### src/rtl/ervp_apb_request_master.sv
// APB initiator: converts one valid/ready request into a SETUP/ACCESS transfer and returns
// read data and error status on a valid/ready response channel, with an optional access timeout.
module ervp_apb_request_master #(
  parameter int unsigned BW_ADDR = 32,
  parameter int unsigned BW_DATA = 32,
  parameter int unsigned TIMEOUT = 256
) (
  input  logic               clk,
  input  logic               rstnn,
  input  logic               req_valid,
  output logic               req_ready,
  input  logic               req_write,
  input  logic [BW_ADDR-1:0] req_addr,
  input  logic [BW_DATA-1:0] req_wdata,
  output logic               resp_valid,
  input  logic               resp_ready,
  output logic [BW_DATA-1:0] resp_rdata,
  output logic               resp_error,
  output logic               resp_timeout,
  output logic               spsel,
  output logic               spenable,
  output logic [BW_ADDR-1:0] spaddr,
  output logic               spwrite,
  output logic [BW_DATA-1:0] spwdata,
  input  logic [BW_DATA-1:0] sprdata,
  input  logic               spready,
  input  logic               spslverr
);

  localparam bit          TimeoutEn   = (TIMEOUT != 0);
  localparam logic [15:0] TimeoutLast = 16'((TIMEOUT == 0) ? 0 : TIMEOUT - 1);

  typedef enum logic [1:0] {
    StIdle,
    StSetup,
    StAccess,
    StResp
  } state_e;

  state_e               state_q, state_d;
  logic                 write_q, write_d;
  logic [BW_ADDR-1:0]   addr_q, addr_d;
  logic [BW_DATA-1:0]   wdata_q, wdata_d;
  logic [BW_DATA-1:0]   rdata_q, rdata_d;
  logic                 error_q, error_d;
  logic                 timeout_q, timeout_d;
  logic [15:0]          cnt_q, cnt_d;
  logic                 timeout_hit;

  assign timeout_hit = TimeoutEn && (cnt_q == TimeoutLast);

  always_comb begin
    state_d   = state_q;
    write_d   = write_q;
    addr_d    = addr_q;
    wdata_d   = wdata_q;
    rdata_d   = rdata_q;
    error_d   = error_q;
    timeout_d = timeout_q;
    cnt_d     = cnt_q;

    unique case (state_q)
      StIdle: begin
        if (req_valid) begin
          write_d = req_write;
          addr_d  = req_addr;
          wdata_d = req_wdata;
          state_d = StSetup;
        end
      end
      StSetup: begin
        cnt_d   = '0;
        state_d = StAccess;
      end
      StAccess: begin
        // A ready completer wins over a coincident timeout.
        if (spready) begin
          error_d   = spslverr;
          timeout_d = 1'b0;
          rdata_d   = write_q ? '0 : sprdata;
          state_d   = StResp;
        end else if (timeout_hit) begin
          error_d   = 1'b1;
          timeout_d = 1'b1;
          rdata_d   = '0;
          state_d   = StResp;
        end else begin
          cnt_d = cnt_q + 16'd1;
        end
      end
      StResp: begin
        if (resp_ready) begin
          state_d = StIdle;
        end
      end
      default: state_d = StIdle;
    endcase
  end

  always_ff @(posedge clk or negedge rstnn) begin
    if (!rstnn) begin
      state_q   <= StIdle;
      write_q   <= 1'b0;
      addr_q    <= '0;
      wdata_q   <= '0;
      rdata_q   <= '0;
      error_q   <= 1'b0;
      timeout_q <= 1'b0;
      cnt_q     <= '0;
    end else begin
      state_q   <= state_d;
      write_q   <= write_d;
      addr_q    <= addr_d;
      wdata_q   <= wdata_d;
      rdata_q   <= rdata_d;
      error_q   <= error_d;
      timeout_q <= timeout_d;
      cnt_q     <= cnt_d;
    end
  end

  // Every output is decoded from state or taken straight from a register.
  assign req_ready    = (state_q == StIdle);
  assign spsel        = (state_q == StSetup) || (state_q == StAccess);
  assign spenable     = (state_q == StAccess);
  assign spaddr       = addr_q;
  assign spwrite      = write_q;
  assign spwdata      = wdata_q;
  assign resp_valid   = (state_q == StResp);
  assign resp_rdata   = rdata_q;
  assign resp_error   = error_q;
  assign resp_timeout = timeout_q;

endmodule
### config.mk
export PLATFORM = sky130hd
export DESIGN_NAME = ervp_apb_request_master
export DESIGN_NICKNAME = d
export VERILOG_FILES = /design/src/rtl/ervp_apb_request_master.sv
export SDC_FILE = /design/constraint.sdc
export NUM_CORES = 1
export LEC_CHECK = 0
export CORE_ASPECT_RATIO = 0.6
export CORE_MARGIN = 3
export CORE_UTILIZATION = 43
export DETAILED_ROUTE_END_ITERATION = 16
export HOLD_SLACK_MARGIN = 0.1
export PLACE_DENSITY = 0.84
export SETUP_SLACK_MARGIN = 0.4
export SLEW_MARGIN = 15
export SYNTH_ARGS = -nofsm -noshare
export SYNTH_HDL_FRONTEND = slang
export SYNTH_SLANG_ARGS = --single-unit
### constraint.sdc
create_clock -name clk -period 2.9 [get_ports clk]
set_clock_uncertainty 0.15 [all_clocks]
set_input_delay 0.58 -clock clk [delete_from_list [all_inputs] [get_ports clk]]
set_output_delay 0.58 -clock clk [all_outputs]
set_load 0.01 [all_outputs]
-- After elaboration in Yosys (flattened, before gate mapping)
Index checks and enable logic that the tools add are counted.
- logic and storage cells: 40
- output and inout port bits: 103
- input port bits: 103
- register bits after elaboration: 117
- eq/ne operators: 9
- $add $sub $neg: 1
- reductions and logical operators: 8
- mux-type cells: 14
- operators by type and width (cell ; count):
    2-to-1 mux 32 bit ; 3
    2-to-1 mux 16 bit ; 2
    one-hot mux 16 bit (2 select lines) ; 1
    adder 16 x 1 -> 16 bit, second input constant ; 1
    equality test 16 x 8 -> 1 bit, second input constant ; 1
    2-to-1 mux 2 bit ; 4
    one-hot mux 2 bit (4 select lines) ; 1
    inequality test 2 bit, second input constant ; 3
    AND reduction 3 bit ; 2
    equality test 2 bit, second input constant ; 2
    AND reduction 2 bit ; 2
    nonzero test 2 bit ; 2
    2-to-1 mux 1 bit ; 3
    inequality test 3 x 1 -> 1 bit, second input constant ; 1
    equality test 2 x 1 -> 1 bit, second input constant ; 1
    zero test 2 bit ; 1
    inequality test 2 x 1 -> 1 bit, second input constant ; 1
    logical OR 1 bit ; 1

-- Logic depth before layout (Yosys ltp)
- depth in word-level cells: 4
- gate-level depth with buffers: 8
- depth with buffers taken out: 6

-- Least setup slack after synthesis
No wires, ideal clock.
- path kind: register to register
- start point: reg state_q[0]
- end point: reg cnt_q[13]
- library setup time: 0.110 ns
- slack: 0.790 ns
- required time: 2.640 ns
- cell stages (with the launch flop): 8
- clock period less this slack: 2.110 ns
- arrival time: 1.850 ns
- buffers on the path: 2
- cell sequence: dfrtp_1 inv_1 ha_1 clkbuf_1 nand2b_1 or3b_1 buf_2 o41ai_1
- longest elaborated chain between the ends: 3
- elaborated cells between the ends (all ways): 7
- those cells by class: eq/ne (4); mux (1); reduce/logical (2)
- ends and longest elaborated chain (what ; RTL line ; RTL):
    start, declared ; 40 ; state_e state_q, state_d;
    start signal, assigned ; 102 ; state_q <= StIdle;
    start signal, assigned ; 111 ; state_q <= state_d;
    equality test 2 bit * ; -- ;
    net spenable ; 21 ; output logic spenable,
    inequality test 2 bit (no line) or nonzero test 2 bit (tied branches) ; -- ;
    AND reduction 3 bit (no line) ; -- ;
    end signal, assigned ; 118 ; cnt_q <= cnt_d;
    end, declared ; 47 ; logic [15:0] cnt_q, cnt_d;
Mark *: on every way through the listed nets, which the timed path passes. The rest lies on a longest branch.
A chain may end at the register's enable or synchronous reset.

-- Worst setup path in the final report
- start point: reg state_q[0]
- end point: out req_ready
- longest elaborated chain between the ends: 1
- ends and longest elaborated chain (what ; RTL line ; RTL):
    zero test 2 bit ; 123 ; assign req_ready = (state_q == StIdle);
    end, declared ; 11 ; output logic req_ready,
Every way passes these cells.

==> metrics.cfg <==
[worst_setup_path]
worstPathCellList = inv_1 -> ha_2 -> clkdlybuf4s50_1
startpoint_type = register
cp_slowest_stage_delay_ps = 550
cp-end-kind = primary output
arrival_ps = 1750
cp_data_required_time_ps = 2170
cp_max_fo = 3
reg2regPathDepth = 5
critPathSlowestCell = clkdlybuf4s50_1
worstSetupPathType = reg2out

[grt]
grtUsageTotal = 0.224
first_global_vias = 4010
grt_first_pass_wirelength_um = 21800
grt_max_degree = 46
grt_overflow = 0
grt_antenna_before_repair = 0

[die]
die_h_um = 88.7
coreArea_um2 = 10800
rows = 29
io_pins = 206
die_w_um = 144
fp.dieArea_um2 = 12700
start_util = 0.453

[synthesis]
synthArstFlopShare = 1.00
syn_avg_cell_area_um2 = 13.7
yosys.area_share.simple = 0.0815
synth-edff-count = 0
ys.flop_type = dfrtp_1
synthMuxAreaShare = 0.156
synthAdderAreaFrac = 0.0128
synthCells = 358
syn-num-nets = 466
synth-xor-area-share = 0
synth_warnings = 0
ys_ff_latch = 117
synth_compound_area_frac = 0.121
yosysSeqAreaShare = 0.598
ys_types = 40
synth_top_family_by_area = multiplexers
netlist_area_um2 = 4900

[final_layout]
final_cells = 722
syn2layout_area_growth_pct = 59.5
antenna_cells = 0
drive_gt1_frac = 0.197
nets = 679
fin_area_um2 = 7810
multi_input_area_um2 = 1840
layout.area.seq_um2 = 2930
nFillCells = 739

[route]
viasPerCell = 5.32
first_pass_iters = 4
drt-total-wl_um = 13900
routed.top_layer = met4
vias = 3844
ant_nets = 0
routedWlPerCell_um = 19.2
drtIter0Drc = 204
met1Wirelength_um = 6060
dr_wl_met2_um = 6520
drc = 0
dr_wl_met3_um = 1180

[place]
io_buffers = 205
dpl-instance-area_um2 = 7130
globalplace.congestion = 0.976
dp.cells = 688
hpwl_um = 10100
dp_slack_ps = 462

[cts]
cts_buffers = 17
clock-root-buffer = clkbuf_16
clock-sinks = 117
clk_pin_slew_worst_paths_ps = 50
cts_tree = built
h-tree-depth = 4
cts.path.max_buffers = 2
clk-insertion-delay-late_ps = 410

[outcome]
outcome = finished, final reports clean

[power]
p_per_area_nw_per_um2 = 1070
ir_drop_uv = 609
total_power_mw = 8.37
leakage_nw = 3.44

[timing]
hold_violations = 0
post-route-min-period_ps = 2480
drv_slew = 0
period_share = 0.855
max_freq_mhz = 403
timing.final.ws_setup_ps = 420
worst_pin_slew_ps = 613
setup_viol = 0
slew-limit-headroom = 0.591
tns_ps = 0
rsz0062_at_grt = yes

[hold_path]
worstHoldPathType = reg2reg
hold-path-cell-count = 1

[job]
cap_violations = 0

==> power by group <==
part | leakage (nW) | switching (mW) | internal (mW)
sequential | 1.46 | 0.375 | 2.30
clock | 0.312 | 0.753 | 1.54
combinational | 1.68 | 1.38 | 2.03
total | 3.44 | 2.50 | 5.87
==> layout by cell type (no fill, tap or decap), types with 2 or more instances in the layout <==
| master | instances |
|---|---|
| mux2i_1 | 2 |
| nand2b_1 | 3 |
| a41oi_1 | 3 |
| and2_1 | 3 |
| and3_1 | 2 |
| a22o_1 | 20 |
| dfrtp_1 | 117 |
| a21o_1 | 12 |
| clkdlybuf4s50_1 | 203 |
| mux2_1 | 6 |
| ha_1 | 3 |
| buf_12 | 2 |
| o41ai_1 | 3 |
| mux2_2 | 60 |
| bufinv_16 | 5 |
| nand3_1 | 6 |
| o21ai_1 | 6 |
| nand2_1 | 10 |
| nor2_1 | 4 |
| inv_1 | 7 |
| clkinvlp_4 | 2 |
| nand4_1 | 5 |
| clkinv_4 | 3 |
| buf_4 | 14 |
| clkbuf_16 | 17 |
| nor4_4 | 2 |
| o31ai_1 | 19 |
| and4_1 | 3 |
| clkinv_2 | 3 |
| or4_1 | 2 |
| and4b_1 | 12 |
| a21oi_1 | 7 |
==> cell usage after synthesis (2+ instances only) <==
cell | n | area, um2
o21ai_1 | 6 | 30.0
a21oi_1 | 7 | 35.0
inv_1 | 7 | 26.3
o41ai_1 | 3 | 26.3
buf_1 | 2 | 7.51
and2_1 | 3 | 18.8
and4b_1 | 12 | 120
or4_1 | 2 | 15.0
a22o_1 | 20 | 175
nor2_1 | 4 | 15.0
ha_1 | 5 | 62.6
clkbuf_1 | 19 | 71.3
mux2_1 | 6 | 67.6
o31ai_1 | 19 | 143
nand2b_1 | 3 | 18.8
buf_2 | 3 | 15.0
mux2_2 | 60 | 676
a41oi_1 | 3 | 26.3
and3_1 | 2 | 12.5
nand2_1 | 11 | 41.3
a21o_1 | 12 | 90.1
nand3_1 | 6 | 30.0
mux2i_1 | 2 | 20.0
nand4_1 | 5 | 31.3
buf_6 | 2 | 22.5
nor4_4 | 2 | 42.5
dfrtp_1 | 117 | 2930
and4_1 | 3 | 26.3
==> what timing repair did <==
action / CTS / global route
gates cloned: 0 / 0
setup buffers: 1 / 1
resized for setup: 3 / 1
setup endpoints to repair: 2 / 2
hold buffers: 1 / 0
pin swaps: 0 / 1
endpoints found under the hold margin: 42 / 0
==> area by class of cell <==
| cell class | count | share of cell area |
|---|---|---|
| Inverter | 7 | 0.00336 |
| Clock buffer | 18 | 0.0562 |
| Tap cell | 139 | 0.0223 |
| Multi-Input combinational cell | 207 | 0.236 |
| Sequential cell | 117 | 0.375 |
| Clock inverter | 13 | 0.0264 |
| Timing Repair Buffer | 221 | 0.281 |
==> critical path: cells and delay by family (launching register included) <==
kind	cells	cell delay (ps)
flip-flops	1	390
buffers and inverters	2	700
adder cells (fa/ha/maj)	1	240
==> path summary, 6_finish.rpt <==
kind	slack (ps)	end	from
worst min register to register	330	resp_rdata[9]$_DFFE_PN0P_	resp_rdata[9]$_DFFE_PN0P_
min in group asynchronous	560	spaddr[3]$_DFFE_PN0P_	rstnn
worst max register to register	530	cnt_q[13]$_DFFE_PN0P_	cnt_q[0]$_DFFE_PN0P_
worst max-delay path	420	req_ready	state_q[0]$_DFFE_PN0P_
worst min-delay path	330	resp_rdata[9]$_DFFE_PN0P_	resp_rdata[9]$_DFFE_PN0P_
max in group asynchronous	1350	spwdata[23]$_DFFE_PN0P_	rstnn
==> per-layer routing <==
layer,GRT usage,up-vias
li1,-,1758
met1,0.300,1924
met2,0.346,155
met3,0.0826,7
met4,0.0615,0
met5,0,-
==> registers in the layout, summed over array words and instances (netlist names) <==
name / cells
cnt_q: 16
resp_error: 1
resp_rdata: 32
resp_timeout: 1
spaddr: 32
spwdata: 32
spwrite: 1
state_q: 2
==> stage by stage <==
stage                     hold WS (ps)   util
after floorplan                    134      -
after global placement             311  0.659
after detailed placement           318  0.659
after CTS                          330  0.721
after global routing               355  0.722
final                              327  0.722
==> kinds of logic after synthesis <==
family          Yosys count
flops                   117
compound gates           78
mux                      68
simple gates             56
buf+inv                  34
fa+ha+maj                 5
(Power assumes the default switching activity.)
